==> config.mk <==
export PLATFORM = sky130hd
export DESIGN_NAME = instr_encoder
export DESIGN_NICKNAME = d
export VERILOG_FILES = /design/src/rtl/instr_encoder_pkg.sv /design/src/rtl/enc_fifo.sv /design/src/rtl/instr_encoder.sv
export SDC_FILE = /design/constraint.sdc
export NUM_CORES = 1
export LEC_CHECK = 0
export ABC_AREA = 1
export CAP_MARGIN = 20
export CORE_MARGIN = 10
export CORE_UTILIZATION = 60
export CTS_BUF_LIST = sky130_fd_sc_hd__clkbuf_8
export DETAILED_ROUTE_END_ITERATION = 8
export DONT_BUFFER_PORTS = 1
export GPL_TIMING_DRIVEN = 0
export HOLD_SLACK_MARGIN = 0.02
export PLACE_DENSITY_LB_ADDON = 0.12
export SYNTH_ARGS = -nofsm -noshare
export SYNTH_HDL_FRONTEND = slang
export SYNTH_SLANG_ARGS = --single-unit
==> constraint.sdc <==
create_clock -name clk -period 3.05 [get_ports clk]
set_input_delay 0.61 -clock clk [delete_from_list [all_inputs] [get_ports clk]]
set_output_delay 0.61 -clock clk [all_outputs]
set_load 0.02 [all_outputs]
==> src/rtl/instr_encoder_pkg.sv <==
// Shared definitions for the instruction encoder and the control decoder.
//
// Holds the operation ID enum (op_t, carried on in_op), the word-format and
// write-FSM state enums, and every opcode / funct constant of the ISA.
// No ports: package only.

package instr_encoder_pkg;

    // Operation IDs as presented on in_op. Values above OpLwc1 are illegal.
    typedef enum logic [5:0] {
        OpAdd   = 6'd0,
        OpAnd   = 6'd1,
        OpNor   = 6'd2,
        OpOr    = 6'd3,
        OpSlt   = 6'd4,
        OpSltu  = 6'd5,
        OpSll   = 6'd6,
        OpSrl   = 6'd7,
        OpSra   = 6'd8,
        OpSub   = 6'd9,
        OpSubu  = 6'd10,
        OpJr    = 6'd11,
        OpLwn   = 6'd12,
        OpSwn   = 6'd13,
        OpMult  = 6'd14,
        OpMultu = 6'd15,
        OpDiv   = 6'd16,
        OpDivu  = 6'd17,
        OpMfhi  = 6'd18,
        OpMflo  = 6'd19,
        OpAddi  = 6'd20,
        OpAddiu = 6'd21,
        OpAndi  = 6'd22,
        OpBeq   = 6'd23,
        OpBne   = 6'd24,
        OpLbu   = 6'd25,
        OpLui   = 6'd26,
        OpLw    = 6'd27,
        OpOri   = 6'd28,
        OpSb    = 6'd29,
        OpSw    = 6'd30,
        OpJ     = 6'd31,
        OpJal   = 6'd32,
        OpLwc1  = 6'd33
    } op_t;

    typedef enum logic [1:0] {
        FmtR,
        FmtI,
        FmtJ
    } fmt_e;

    typedef enum logic [0:0] {
        StIdle,
        StWrite
    } wr_state_e;

    // R-type primary opcode
    localparam logic [5:0] OPC_RTYPE   = 6'b000001;

    // R-type funct field values
    localparam logic [5:0] FUNCT_ADD   = 6'b100000;
    localparam logic [5:0] FUNCT_AND   = 6'b010100;
    localparam logic [5:0] FUNCT_NOR   = 6'b100111;
    localparam logic [5:0] FUNCT_OR    = 6'b100101;
    localparam logic [5:0] FUNCT_SLT   = 6'b101010;
    localparam logic [5:0] FUNCT_SLTU  = 6'b101011;
    localparam logic [5:0] FUNCT_SLL   = 6'b000000;
    localparam logic [5:0] FUNCT_SRL   = 6'b000010;
    localparam logic [5:0] FUNCT_SRA   = 6'b000011;
    localparam logic [5:0] FUNCT_SUB   = 6'b100100;
    localparam logic [5:0] FUNCT_SUBU  = 6'b100010;
    localparam logic [5:0] FUNCT_JR    = 6'b001000;
    localparam logic [5:0] FUNCT_LWN   = 6'b100001;
    localparam logic [5:0] FUNCT_SWN   = 6'b010011;
    localparam logic [5:0] FUNCT_MULT  = 6'b011000;
    localparam logic [5:0] FUNCT_MULTU = 6'b011001;
    localparam logic [5:0] FUNCT_DIV   = 6'b011010;
    localparam logic [5:0] FUNCT_DIVU  = 6'b011011;
    localparam logic [5:0] FUNCT_MFHI  = 6'b010000;
    localparam logic [5:0] FUNCT_MFLO  = 6'b010010;

    // I-type opcodes
    localparam logic [5:0] OPC_ADDI    = 6'b001001;
    localparam logic [5:0] OPC_ADDIU   = 6'b001000;
    localparam logic [5:0] OPC_ANDI    = 6'b001100;
    localparam logic [5:0] OPC_BEQ     = 6'b000101;
    localparam logic [5:0] OPC_BNE     = 6'b000100;
    localparam logic [5:0] OPC_LBU     = 6'b100010;
    localparam logic [5:0] OPC_LUI     = 6'b001111;
    localparam logic [5:0] OPC_LW      = 6'b010010;
    localparam logic [5:0] OPC_ORI     = 6'b001110;
    localparam logic [5:0] OPC_SB      = 6'b101000;
    localparam logic [5:0] OPC_SW      = 6'b101011;
    localparam logic [5:0] OPC_LWC1    = 6'b110001;

    // J-type opcodes
    localparam logic [5:0] OPC_J       = 6'b000010;
    localparam logic [5:0] OPC_JAL     = 6'b000011;

endpackage

==> src/rtl/enc_fifo.sv <==
// Encoded-word FIFO for the instruction encoder.
//
// Ports:
//   clk_i    clock, rising edge
//   rst_i    synchronous active-high reset (empties the FIFO)
//   push_i   write wdata_i (ignored when full)
//   wdata_i  word to write
//   pop_i    drop the head entry (ignored when empty)
//   rdata_o  head entry, valid while !empty_o
//   full_o   no free entry
//   empty_o  no stored entry
//   count_o  occupancy, 0..DEPTH
// DEPTH must be a power of two so the pointers wrap naturally.

module enc_fifo #(
    parameter int unsigned DEPTH = 4,
    parameter int unsigned WIDTH = 32
) (
    input  logic                    clk_i,
    input  logic                    rst_i,
    input  logic                    push_i,
    input  logic [WIDTH-1:0]        wdata_i,
    input  logic                    pop_i,
    output logic [WIDTH-1:0]        rdata_o,
    output logic                    full_o,
    output logic                    empty_o,
    output logic [$clog2(DEPTH):0]  count_o
);

    localparam int unsigned PtrW = $clog2(DEPTH);

    logic [WIDTH-1:0] mem_q [DEPTH];
    logic [PtrW-1:0]  wr_ptr_q;
    logic [PtrW-1:0]  rd_ptr_q;
    logic [PtrW:0]    cnt_q;
    logic             do_push;
    logic             do_pop;

    assign full_o  = (cnt_q == (PtrW + 1)'(DEPTH));
    assign empty_o = (cnt_q == '0);
    assign count_o = cnt_q;
    assign rdata_o = mem_q[rd_ptr_q];

    assign do_push = push_i && !full_o;
    assign do_pop  = pop_i && !empty_o;

    always_ff @(posedge clk_i) begin
        if (rst_i) begin
            wr_ptr_q <= '0;
            rd_ptr_q <= '0;
            cnt_q    <= '0;
        end else begin
            if (do_push) begin
                wr_ptr_q <= wr_ptr_q + PtrW'(1);
            end
            if (do_pop) begin
                rd_ptr_q <= rd_ptr_q + PtrW'(1);
            end
            // Simultaneous push and pop leaves occupancy unchanged.
            case ({do_push, do_pop})
                2'b10:   cnt_q <= cnt_q + (PtrW + 1)'(1);
                2'b01:   cnt_q <= cnt_q - (PtrW + 1)'(1);
                default: cnt_q <= cnt_q;
            endcase
        end
    end

    // Storage needs no reset; occupancy alone says what is valid.
    always_ff @(posedge clk_i) begin
        if (do_push) begin
            mem_q[wr_ptr_q] <= wdata_i;
        end
    end

endmodule

==> src/rtl/instr_encoder.sv <==
// Instruction encoder: turns operation requests into 32-bit machine words,
// buffers them, and writes them sequentially into instruction memory.
//
// Ports:
//   clk, rst           clock; synchronous active-high reset
//   start, base_addr   load the write address and clear count (idle + empty only)
//   in_valid/in_ready  request handshake; in_ready = FIFO not full (0 in reset)
//   in_op              operation ID (op_t)
//   in_rs/rt/rd/shamt  register and shift fields
//   in_imm, in_target  immediate and jump-target fields
//   imem_we/addr/wdata write request, held stable until imem_ack
//   imem_ack           memory accepted the current write
//   err_illegal        sticky: an illegal or disabled op was accepted
//   count              words committed since last start (saturating)
//
// Build option: define INSTR_ENC_FLOAT_EN to encode LWC1 (I-type, 110001);
// otherwise LWC1 is treated as an illegal op.

module instr_encoder
    import instr_encoder_pkg::*;
#(
    parameter int unsigned FIFO_DEPTH = 4,
    parameter int unsigned ADDR_STEP  = 4
) (
    input  logic        clk,
    input  logic        rst,
    input  logic        start,
    input  logic [31:0] base_addr,
    input  logic        in_valid,
    output logic        in_ready,
    input  logic [5:0]  in_op,
    input  logic [4:0]  in_rs,
    input  logic [4:0]  in_rt,
    input  logic [4:0]  in_rd,
    input  logic [4:0]  in_shamt,
    input  logic [15:0] in_imm,
    input  logic [25:0] in_target,
    output logic        imem_we,
    output logic [31:0] imem_addr,
    output logic [31:0] imem_wdata,
    input  logic        imem_ack,
    output logic        err_illegal,
    output logic [15:0] count
);

    localparam int unsigned CntW = $clog2(FIFO_DEPTH) + 1;

    wr_state_e       state_q, state_d;
    logic [31:0]     addr_q;
    logic [15:0]     count_q;
    logic            err_q;

    fmt_e            enc_fmt;
    logic [5:0]      enc_code;
    logic            enc_legal;
    logic [31:0]     enc_word;

    logic            accept;
    logic            push;
    logic            pop;
    logic            fifo_full;
    logic            fifo_empty;
    logic [CntW-1:0] fifo_count;

    // Opcode / funct lookup. enc_code is the funct for R-type and the
    // primary opcode for I- and J-type.
    always_comb begin
        enc_fmt   = FmtR;
        enc_code  = '0;
        enc_legal = 1'b1;
        case (in_op)
            OpAdd:   enc_code = FUNCT_ADD;
            OpAnd:   enc_code = FUNCT_AND;
            OpNor:   enc_code = FUNCT_NOR;
            OpOr:    enc_code = FUNCT_OR;
            OpSlt:   enc_code = FUNCT_SLT;
            OpSltu:  enc_code = FUNCT_SLTU;
            OpSll:   enc_code = FUNCT_SLL;
            OpSrl:   enc_code = FUNCT_SRL;
            OpSra:   enc_code = FUNCT_SRA;
            OpSub:   enc_code = FUNCT_SUB;
            OpSubu:  enc_code = FUNCT_SUBU;
            OpJr:    enc_code = FUNCT_JR;
            OpLwn:   enc_code = FUNCT_LWN;
            OpSwn:   enc_code = FUNCT_SWN;
            OpMult:  enc_code = FUNCT_MULT;
            OpMultu: enc_code = FUNCT_MULTU;
            OpDiv:   enc_code = FUNCT_DIV;
            OpDivu:  enc_code = FUNCT_DIVU;
            OpMfhi:  enc_code = FUNCT_MFHI;
            OpMflo:  enc_code = FUNCT_MFLO;
            OpAddi:  begin enc_fmt = FmtI; enc_code = OPC_ADDI;  end
            OpAddiu: begin enc_fmt = FmtI; enc_code = OPC_ADDIU; end
            OpAndi:  begin enc_fmt = FmtI; enc_code = OPC_ANDI;  end
            OpBeq:   begin enc_fmt = FmtI; enc_code = OPC_BEQ;   end
            OpBne:   begin enc_fmt = FmtI; enc_code = OPC_BNE;   end
            OpLbu:   begin enc_fmt = FmtI; enc_code = OPC_LBU;   end
            OpLui:   begin enc_fmt = FmtI; enc_code = OPC_LUI;   end
            OpLw:    begin enc_fmt = FmtI; enc_code = OPC_LW;    end
            OpOri:   begin enc_fmt = FmtI; enc_code = OPC_ORI;   end
            OpSb:    begin enc_fmt = FmtI; enc_code = OPC_SB;    end
            OpSw:    begin enc_fmt = FmtI; enc_code = OPC_SW;    end
            OpJ:     begin enc_fmt = FmtJ; enc_code = OPC_J;     end
            OpJal:   begin enc_fmt = FmtJ; enc_code = OPC_JAL;   end
            OpLwc1: begin
`ifdef INSTR_ENC_FLOAT_EN
                enc_fmt  = FmtI;
                enc_code = OPC_LWC1;
`else
                enc_legal = 1'b0;
`endif
            end
            default: enc_legal = 1'b0;
        endcase
    end

    // Word assembly; lui has no source register, so rs is forced to zero.
    always_comb begin
        case (enc_fmt)
            FmtI:    enc_word = {enc_code, (in_op == OpLui) ? 5'd0 : in_rs, in_rt, in_imm};
            FmtJ:    enc_word = {enc_code, in_target};
            default: enc_word = {OPC_RTYPE, in_rs, in_rt, in_rd, in_shamt, enc_code};
        endcase
    end

    assign in_ready = !fifo_full && !rst;
    assign accept   = in_valid && in_ready;
    assign push     = accept && enc_legal;

    enc_fifo #(
        .DEPTH (FIFO_DEPTH),
        .WIDTH (32)
    ) u_enc_fifo (
        .clk_i   (clk),
        .rst_i   (rst),
        .push_i  (push),
        .wdata_i (enc_word),
        .pop_i   (pop),
        .rdata_o (imem_wdata),
        .full_o  (fifo_full),
        .empty_o (fifo_empty),
        .count_o (fifo_count)
    );

    // Write FSM. The FIFO head feeds imem_wdata directly, so it stays stable
    // until the pop on imem_ack.
    always_comb begin
        state_d = state_q;
        pop     = 1'b0;
        case (state_q)
            StIdle: begin
                if (!fifo_empty) begin
                    state_d = StWrite;
                end
            end
            StWrite: begin
                if (imem_ack) begin
                    pop = 1'b1;
                    // Last word leaving with nothing arriving behind it.
                    if ((fifo_count == CntW'(1)) && !push) begin
                        state_d = StIdle;
                    end
                end
            end
            default: state_d = StIdle;
        endcase
    end

    always_ff @(posedge clk) begin
        if (rst) begin
            state_q <= StIdle;
            addr_q  <= '0;
            count_q <= '0;
            err_q   <= 1'b0;
        end else begin
            state_q <= state_d;
            if (pop) begin
                addr_q <= addr_q + 32'(ADDR_STEP);
                if (count_q != 16'hFFFF) begin
                    count_q <= count_q + 16'd1;
                end
            end else if (start && (state_q == StIdle) && fifo_empty) begin
                addr_q  <= base_addr;
                count_q <= '0;
            end
            if (accept && !enc_legal) begin
                err_q <= 1'b1;
            end
        end
    end

    assign imem_we     = (state_q == StWrite) && !rst;
    assign imem_addr   = addr_q;
    assign count       = count_q;
    assign err_illegal = err_q;

endmodule

==> results.yml, run 1 <==
outcome:
  status: "finished clean"
sta:
  skew_ps: 23.3
  max_freq_mhz: 343
  maxSlewHeadroom_pct: 56.0
  setup_viol: 0
  final_hold_viol_count: 0
  fin_crit_ps: 2910
  fin_ws_ps: 136
  rsz0062_at_grt: "yes"
  tns_ps: 0
  worst_slew_pin_slew_ps: 660
  hold_ws_ps: 294
  slew_violations: 0
  period_share_pct: 95.5
synthesis:
  ys.flop_type: "edfxtp_1"
  syn_avg_cell_area_um2: 8.52
  ys_ff_latch: 187
  synth_top_area_share_pct: 41.4
  synthesis.nets: 1207
  synth-edff-count: 128
  ys_top_cells_by_area: "edfxtp_1 (41%), dfxtp_1 (13%), nand2_1 (9.6%), nor2_1 (6.0%), o21ai_0 (5.8%)"
  yosysMostFrequentCell: "nand2_1"
  postSynthCellCount: 1089
  synth.distinct_cells: 38
  synth_common_cells: "nand2_1 (238), nor2_1 (149), edfxtp_1 (128)"
  ys_seq_area_share_pct: 54.1
  synth_area_leader_cell: "edfxtp_1"
  synthArstFlopShare_pct: 0
  synthesis.area_mm2: 0.00928
  ys.warnings.count: 0
grt:
  grt_pass1_wl_mm: 39.0
  track_usage_pct: 24.1
  grt_max_degree: 23
  grt_pass1_vias: 7343
  antenna_found_initial: 0
  gr-total-overflow: 0
power_and_ir_drop:
  p_total_mw: 5.25
  p_leak_nw: 3.64
  vdd_drop_max_v: 0.000334
  p_per_area_mw_per_mm2: 523
cells_and_area:
  seq_area_mm2: 0.00502
  fillers: 1282
  syn_to_final_growth_pct: 8.31
  multi_input_area_mm2: 0.00373
  drive_above_1_share_pct: 7.56
  fin_area_mm2: 0.0101
  final_util_pct: 66.1
  nets: 1231
  antenna_cells: 0
  stdcell_count: 1313
place:
  portBuffers: 0
  dpl.hpwl_mm: 18.9
  place_ws_ps: -337
  dp.cells: 1281
  gp_congestion: 0.995
  dpl_cell_area_mm2: 0.00965
job:
  cap_violations: 0
die:
  initial_core_util_pct: 61.0
  num_rows: 45
  fp.dieW_um: 144
  die-area_mm2: 0.0208
  fp.coreArea_mm2: 0.0152
  die_h_um: 144
  boundaryPins: 188
clocking:
  clk_pin_slew_ps: 100
  cts_buffer_depth: 2
  cts_tree: "built"
  cts_root_buffer: "clkbuf_8"
  numCtsBuffers: 17
  cts_hold_buf: 0
  insertion_delay_ps: 460
  cts_sinks: 187
  cts_max_level: 4
routing:
  vias_per_cell: 5.86
  drtPass1Iterations: 5
  wl_per_cell_um: 19.5
  drt-total-wl_mm: 25.6
  drt_iter0_markers: 544
  drc: 0
  antenna_left: 0
  vias: 7692
worst_hold_path:
  hold_path.class: "in -> reg"
  min_from: "base_addr[0]"
worst_setup_path:
  start_kind: "register"
  required_ps: 2440
  crit_path_end_kind: "primary output"
  crit_type: "reg -> out"
  r2r_start: "u_enc_fifo.count_o[0]$_SDFFE_PP0P_"
  crit_fanout: 10
  critPathArrivalTime_ps: 2300
registers in the layout, summed over array words and instances, names as in the netlist, named ones only:
register / count
err_illegal: 1
count: 16
u_enc_fifo.wr_ptr_q: 2
imem_addr: 32
u_enc_fifo.count_o: 3
state_q: 1
u_enc_fifo.rd_ptr_q: 2
u_enc_fifo.mem_q: 128
where the power goes:
group	leakage (nW)	internal, mW	total, mW	switching [mW]
clock	0.194	0.665	1.59	0.923
sequential	1.61	2.82	2.99	0.164
combinational	1.83	0.191	0.678	0.486
cells in the final DEF (no fill, tap or decap), types with 3 or more instances in the layout:
| master | n |
|---|---|
| edfxtp_1 | 128 |
| inv_8 | 4 |
| o21ai_0 | 104 |
| a22o_1 | 3 |
| buf_16 | 3 |
| ha_1 | 13 |
| clkbuf_1 | 28 |
| a21oi_1 | 49 |
| or2_2 | 5 |
| nor2_2 | 5 |
| clkbuf_2 | 5 |
| nand4_1 | 12 |
| o211ai_1 | 3 |
| clkbuf_8 | 17 |
| nand3_2 | 4 |
| nand3_1 | 61 |
| nor2_1 | 145 |
| a31oi_1 | 14 |
| nand2_2 | 3 |
| xor2_1 | 22 |
| buf_6 | 3 |
| inv_2 | 8 |
| o21ai_1 | 3 |
| dfxtp_1 | 59 |
| nor3_1 | 24 |
| inv_6 | 4 |
| inv_1 | 89 |
| nor2_4 | 6 |
| nand2_1 | 238 |
| buf_2 | 4 |
| o22ai_1 | 32 |
| a22oi_1 | 4 |
cell families (layout without fill, tap and decap cells):
logic type      after synthesis  count (layout)  synth area share (%)
flops                       187             187                  54.1
fa+ha+maj                    13              13                  1.75
buf+inv                     140             176                  6.04
simple gates                508             508                  23.0
xor+xnor                     23              23                  2.17
compound gates              218             218                  12.9
layout make-up:
cell class,instances,area share [%]
clock inverter,14,1.34
clock buffer,17,2.33
multi-input combinational,762,37.1
timing repair buffer,5,1.22
inverter,97,3.66
sequential,187,50.0
tap,188,2.34
buffer,43,2.02
worst max-delay path: stages (launching register included):
cell      delay, ps
dfxtp_1         310
clkbuf_1        230
inv_2           220
clkbuf_1        380
o21ai_0         160
o22ai_1         550
worst paths after layout:
check                                                      endpoint  slack [ps]  cells past startpoint
worst min-delay path                      imem_addr[0]$_SDFFE_PP0P_         290                      2
worst min register to register  u_enc_fifo.rd_ptr_q[0]$_SDFFE_PP0P_         490                      1
worst max register to register     u_enc_fifo.mem_q[0][5]$_DFFE_PP_         170                      8
worst max-delay path                                  imem_wdata[3]         140                      5
repair_timing:
action | CTS | global route
gates resized for setup | 0 | 14
setup buffers | 0 | 1
setup endpoints to repair | 0 | 100
metal layers:
layer | vias to the layer above | global-route usage, % | routed length, um
li1 | 3753 | - | -
met5 | - | 0 | 0
met2 | 320 | 39.6 | 12300
met3 | 50 | 8.92 | 2650
met4 | 0 | 8.46 | 663
met1 | 3569 | 28.6 | 9970
No activity file was read; power rests on OpenSTA's default activity.
==> inputs of run 2 (changes only) <==
--- a/config.mk
+++ b/config.mk
@@ -18,3 +18,4 @@
 export SYNTH_ARGS = -nofsm -noshare
 export SYNTH_HDL_FRONTEND = slang
+export SYNTH_HIERARCHICAL = 1
 export SYNTH_SLANG_ARGS = --single-unit
==> constraint.sdc (replaced) <==
create_clock -name clk -period 3.05 [get_ports clk]
set_input_delay 0.61 -clock clk [delete_from_list [all_inputs] [get_ports clk]]
set_output_delay 0.61 -clock clk [all_outputs]
set_load 0.1 [all_outputs]
==> run 2 against run 1 <==
Non-clock buffer count up 5. Synthesized area is 1.9% higher. Synthesized cell count grew 1.9%. Combinational power is 36% higher. Power increased by 11%. Largest cell class unchanged.
==> results.yml, run 2 <==
outcome:
  status: "finished clean"
sta:
  period_share_pct: 96.1
  skew_ps: 13.8
  setup_viol: 0
  final_hold_viol_count: 0
  hold_ws_ps: 208
  fin_crit_ps: 2930
  maxSlewHeadroom_pct: 21.4
  worst_slew_pin_slew_ps: 1180
  rsz0062_at_grt: "no"
  slew_violations: 0
  max_freq_mhz: 341
synthesis:
  synth.distinct_cells: 47
  postSynthCellCount: 1110
  synth_top_area_share_pct: 40.6
  ys_top_cells_by_area: "edfxtp_1 (41%), dfxtp_1 (12%), nand2_1 (10%), nor2_1 (5.9%), o21ai_0 (4.0%)"
  synthArstFlopShare_pct: 0
  ys_ff_latch: 187
  synthesis.nets: 1225
  synth-edff-count: 128
  yosysMostFrequentCell: "nand2_1"
  ys.flop_type: "edfxtp_1"
  syn_avg_cell_area_um2: 8.52
  synth_common_cells: "nand2_1 (258), nor2_1 (149), edfxtp_1 (128)"
  ys.warnings.count: 6
  synth_area_leader_cell: "edfxtp_1"
  synthesis.area_mm2: 0.00946
  ys_seq_area_share_pct: 53.1
die:
  num_rows: 45
  die-area_mm2: 0.0212
  fp.coreArea_mm2: 0.0153
  die_h_um: 146
  fp.dieW_um: 146
  initial_core_util_pct: 61.8
  boundaryPins: 188
power_and_ir_drop:
  p_total_mw: 5.85
  p_per_area_mw_per_mm2: 548
  pwr-share-clk_pct: 28.5
  seqPwrFrac_pct: 55.7
  p_comb_share_pct: 15.8
  internal-power_mw: 3.78
  vdd_drop_max_v: 0.000348
  switching_share_pct: 35.3
  p_leak_nw: 3.99
  p_switching_mw: 2.07
clocking:
  cts_hold_buf: 0
  clk_pin_slew_ps: 100
  ctsResizeCount: 1
  cts_root_buffer: "clkbuf_8"
  cts_buffer_depth: 2
  cts_tree: "built"
  numCtsBuffers: 17
  insertion_delay_ps: 460
  cts_sinks: 187
  cts_max_level: 4
  postCtsSetupRepairBufs: 0
cells_and_area:
  antenna_cells: 0
  syn_to_final_growth_pct: 12.8
  drive_above_1_share_pct: 13.1
  final_common_cell: "nand2_1"
  stdcell_count: 1364
  nets: 1255
  layout.cells.most_common_list: "nand2_1 (258), nor2_1 (142), edfxtp_1 (128), inv_1 (96), o21ai_0 (76)"
  top_register: "u_enc_fifo/mem_q"
  fillers: 1275
  largest_register_ffs: 128
routing:
  antenna_left: 0
  drc: 0
  met3_length_mm: 2.56
  wl_per_cell_um: 19.3
  vias: 7854
  routed.top_layer: "met5"
  drt-total-wl_mm: 26.3
  vias_per_cell: 5.76
  drtPass1Iterations: 5
  met1_length_mm: 10.2
  drt_iter0_markers: 581
  wl_met2_mm: 13.0
place:
  dp.cells: 1327
  gp_congestion: 0.998
  dpl.hpwl_mm: 19.0
  portBuffers: 0
grt:
  grt_pass1_vias: 7513
  grt_max_degree: 25
  grt_pass1_wl_mm: 40.4
  antenna_found_initial: 1
  gr-total-overflow: 0
  track_usage_pct: 23.7
worst_setup_path:
  crit_path_end_kind: "primary output"
  r2r_start: "state_q$_SDFF_PP0_"
  crit_type: "reg -> out"
  crit_fanout: 10
  start_kind: "register"
  critPathArrivalTime_ps: 2320
  required_ps: 2440
  ff2ff_path_depth: 15
  rr_endpoint: "u_enc_fifo/count_o[2]$_SDFFE_PP0P_"
  reg2reg_slack_ps: 330
job:
  cap_violations: 0
worst_hold_path:
  hold_path.class: "in -> reg"
  min_from: "rst"
  worstHoldPathCells: 1
==> run 2: worst max-delay path by stage <==
stage / start / endpoint / slack [ps]
after floorplan: in_op[4] / u_enc_fifo/mem_q[0][0]$_DFFE_PP_ / -360
after global placement: in_op[0] / u_enc_fifo/mem_q[0][25]$_DFFE_PP_ / -1690
after detailed placement: in_op[0] / u_enc_fifo/mem_q[2][14]$_DFFE_PP_ / -560
after CTS: in_op[0] / u_enc_fifo/mem_q[0][0]$_DFFE_PP_ / 5
after global routing: register / imem_wdata[11] / 10
final: register / imem_wdata[10] / 120
==> run 2: metrics by stage <==
step                      setup slack [ps]  cell area, um2  setup TNS, ps  util (%)
after global placement               -1690            9720        -260940      63.5
after CTS                             4.96           10500              0      68.5
after floorplan                       -359            9460         -46010         -
final                                  120           10700              0      69.7
after global routing                  13.0           10700              0      69.7
after detailed placement              -562           10100         -48090      65.9
==> run 2: logic make-up (layout without fill, tap and decap cells) <==
logic type / count (synthesis) / count (layout) / share of synthesized area, %
AND/OR/NAND/NOR: 538 / 538 / 24.5
flip-flops: 187 / 187 / 53.1
AO/OA/AOI/OAI: 215 / 215 / 12.5
XOR/XNOR: 16 / 16 / 1.48
adder cells (fa/ha/maj): 10 / 10 / 1.40
buffers and inverters: 144 / 187 / 6.97
==> run 2: layout make-up <==
cell class | instances | area [um2] | share of cell area (%)
sequential | 187 | 5020 | 47.1
tap | 211 | 264 | 2.47
multi-input combinational | 779 | 4070 | 38.1
timing repair buffer | 11 | 249 | 2.33
buffer | 42 | 274 | 2.57
inverter | 102 | 394 | 3.69
clock buffer | 17 | 234 | 2.19
clock inverter | 15 | 165 | 1.55
==> run 2: power groups by stage <==
stage / Sequential [mW] / Clock, mW / Combinational [mW]
2_1_floorplan: 3.29 / 0 / 0.676
3_3_place_gp: 3.33 / 0 / 0.836
3_5_place_dp: 3.33 / 0 / 0.884
4_1_cts: 3.27 / 1.69 / 0.887
5_1_grt: 3.27 / 1.81 / 1.00
6_report: 3.26 / 1.66 / 0.925
==> run 2: per-layer routing <==
layer	up-vias	track usage, %
met5	-	0
met4	2	6.88
met3	36	8.44
met2	337	40.2
met1	3645	27.6
li1	3834	-
==> run 2: critical path: stages, from the launching register on <==
cell and delay [ps]:
dfxtp_1 380, clkbuf_1 370, o21ai_0 190, o22ai_2 910
==> inputs of run 3 (changes only) <==
ABC_AREA = 0   (was 1)
==> run 3 against run 2 <==
Register-to-register slack got worse by 100 ps. Synthesized area shrank 7.7%. Die area down 6.7%. Critical path depth grew 2. Clock skew fell by 2.8 ps. Global-route usage decreased by 1.6 points. Power is 13% lower. Routed wire length is 16% lower. Non-clock buffer count down 2. Largest cell class unchanged. Largest power group unchanged.
==> results.yml, run 3 <==
synthesis:
  ys.flop_type: "edfxtp_1"
  synth_area_leader_cell: "edfxtp_1"
  syn_avg_cell_area_um2: 12.2
  yosysMostFrequentCell: "edfxtp_1"
  synth-edff-count: 128
  ys_seq_area_share_pct: 57.6
  synthesis.area_mm2: 0.00873
  synthesis.nets: 833
  ys.warnings.count: 6
  ys_ff_latch: 187
  synthArstFlopShare_pct: 0
  synth_common_cells: "edfxtp_1 (128), dfxtp_1 (59), nor2_1 (52)"
  synth.distinct_cells: 66
  ys_top_cells_by_area: "edfxtp_1 (44%), dfxtp_1 (14%), mux4_2 (7.7%), a21oi_1 (2.5%), nor2_1 (2.2%)"
  synth_top_area_share_pct: 44.0
  postSynthCellCount: 718
place:
  gp_congestion: 0.962
  portBuffers: 0
  dpl_cell_area_mm2: 0.00900
  dpl.hpwl_mm: 16.0
routing:
  vias_per_cell: 6.58
  drtPass1Iterations: 5
  routed.top_layer: "met4"
  drt-total-wl_mm: 22.1
  wl_met2_mm: 11.2
  met3_length_mm: 2.47
  vias: 6168
  wl_per_cell_um: 23.5
  met1_length_mm: 8.18
  drt_iter0_markers: 404
  antenna_left: 0
  drc: 0
worst_setup_path:
  slowest_delay_ps: 1010
  path_buf_inv: 0
  rr_endpoint: "imem_addr[25]$_SDFFE_PP0P_"
  crit_path_end_kind: "register"
  ff2ff_path_depth: 5
  path_cells: "nand3_1, nor4_2, nand4_1, or4_1, o211ai_1"
  critical-path-top-delay-family: "simple AND/OR/NAND/NOR gates"
  slowest_stage: "dfxtp_1"
  reg2reg_slack_ps: 230
  critPathArrivalTime_ps: 3190
  crit_cells: 5
  r2r_start: "imem_addr[15]$_SDFFE_PP0P_"
  crit_type: "reg -> reg"
  start_kind: "register"
  crit_fanout: 7
  required_ps: 3420
sta:
  maxSlewHeadroom_pct: 22.7
  skew_ps: 11.0
  slew_violations: 0
  fin_crit_ps: 2820
  final_hold_viol_count: 0
  period_share_pct: 92.5
  worst_slew_pin_slew_ps: 1160
  rsz0062_at_grt: "no"
  max_freq_mhz: 355
  hold_ws_ps: 289
  setup_viol: 0
cells_and_area:
  top_register: "u_enc_fifo/mem_q"
  syn_to_final_growth_pct: 8.30
  drive_above_1_share_pct: 14.7
  fin_area_mm2: 0.00945
  layout.cells.most_common_list: "edfxtp_1 (128), nor2_1 (49), nand2_1 (48), dfxtp_1 (47), a21oi_1 (43)"
  fillers: 1074
  antenna_cells: 0
  multi_input_area_mm2: 0.00342
  nets: 856
  seq_area_mm2: 0.00504
  largest_register_ffs: 128
  final_common_cell: "edfxtp_1"
power_and_ir_drop:
  vdd_drop_max_v: 0.000311
  p_leak_nw: 3.09
  p_per_area_mw_per_mm2: 538
worst_hold_path:
  worstHoldPathCells: 2
  hold_path.class: "in -> reg"
  min_to: "imem_addr[0]$_SDFFE_PP0P_"
  min_from: "base_addr[0]"
grt:
  track_usage_pct: 22.1
  grt_pass1_vias: 6179
  grt_pass1_wl_mm: 34.7
  gr-total-overflow: 0
  grt_max_degree: 33
  antenna_found_initial: 0
clocking:
  cts_max_level: 4
  cts_sinks: 187
  cts_tree: "built"
  cts_hold_buf: 0
  numCtsBuffers: 17
  clk_pin_slew_ps: 90
  cts_buffer_depth: 2
  cts_root_buffer: "clkbuf_8"
  insertion_delay_ps: 450
die:
  boundaryPins: 188
  die-area_mm2: 0.0198
  initial_core_util_pct: 60.7
  fp.dieW_um: 141
  die_h_um: 141
  fp.coreArea_mm2: 0.0144
  num_rows: 44
job:
  cap_violations: 0
outcome:
  status: "finished clean"
==> run 3: per-stage QoR <==
stage	worst slack [ps]	total power [mW]	setup TNS (ps)	util [%]	std cells
floorplan	42.2	3.55	0	-	718
global placement	-839	3.65	-135700	62.3	902
detailed placement	-685	3.68	-86940	62.6	903
CTS	32.9	5.10	0	65.0	935
global route	34.9	5.28	0	65.8	938
finish	230	5.08	0	65.8	938
==> run 3: how the worst max path moves through the flow <==
stage | from | to | slack, ps
after floorplan | in_op[1] | u_enc_fifo/mem_q[1][0]$_DFFE_PP_ | 40
after global placement | in_op[1] | u_enc_fifo/mem_q[1][7]$_DFFE_PP_ | -840
after detailed placement | in_op[1] | u_enc_fifo/mem_q[0][26]$_DFFE_PP_ | -680
after CTS | imem_addr[7]$_SDFFE_PP0P_ | imem_addr[25]$_SDFFE_PP0P_ | 30
after global routing | in_op[4] | u_enc_fifo/mem_q[2][0]$_DFFE_PP_ | 30
final | imem_addr[15]$_SDFFE_PP0P_ | imem_addr[25]$_SDFFE_PP0P_ | 230
==> run 3: what timing repair did <==
action | CTS | global route
setup buffers | 0 | 0
hold endpoints to repair | 0 | 0
pin swaps | 0 | 0
gates resized for setup | 5 | 23
setup endpoints to repair | 41 | 208
==> run 3: final cells by class <==
class,instances,share of cell area [%]
inverter,19,0.754
multi-input combinational,465,36.1
buffer,46,2.59
sequential,187,53.3
clock inverter,15,1.09
clock buffer,17,2.48
timing repair buffer,5,1.20
tap,184,2.44
==> run 3: cell families (layout without fill, tap and decap cells) <==
group           Yosys count  count (layout)  synth area share, %
buf+inv                  66             102                 3.58
simple gates            220             220                 13.1
xor+xnor                 24              24                 2.41
fa+ha+maj                10              10                 1.52
mux                      35              35                 8.70
compound gates          176             176                 13.1
flops                   187             187                 57.6
==> run 3: report_power, final <==
part / switching (mW) / total [mW] / leakage [nW] / internal, mW
Clock: 0.864 / 1.43 / 0.179 / 0.563
Combinational: 0.408 / 0.572 / 1.22 / 0.164
Sequential: 0.303 / 3.08 / 1.69 / 2.78
Total: 1.58 / 5.08 / 3.09 / 3.51
==> run 3: routing by layer <==
layer | global-route usage, % | vias up
met5 | 0 | -
met4 | 6.79 | 0
met3 | 8.94 | 21
met2 | 36.5 | 296
met1 | 25.7 | 3018
li1 | - | 2833
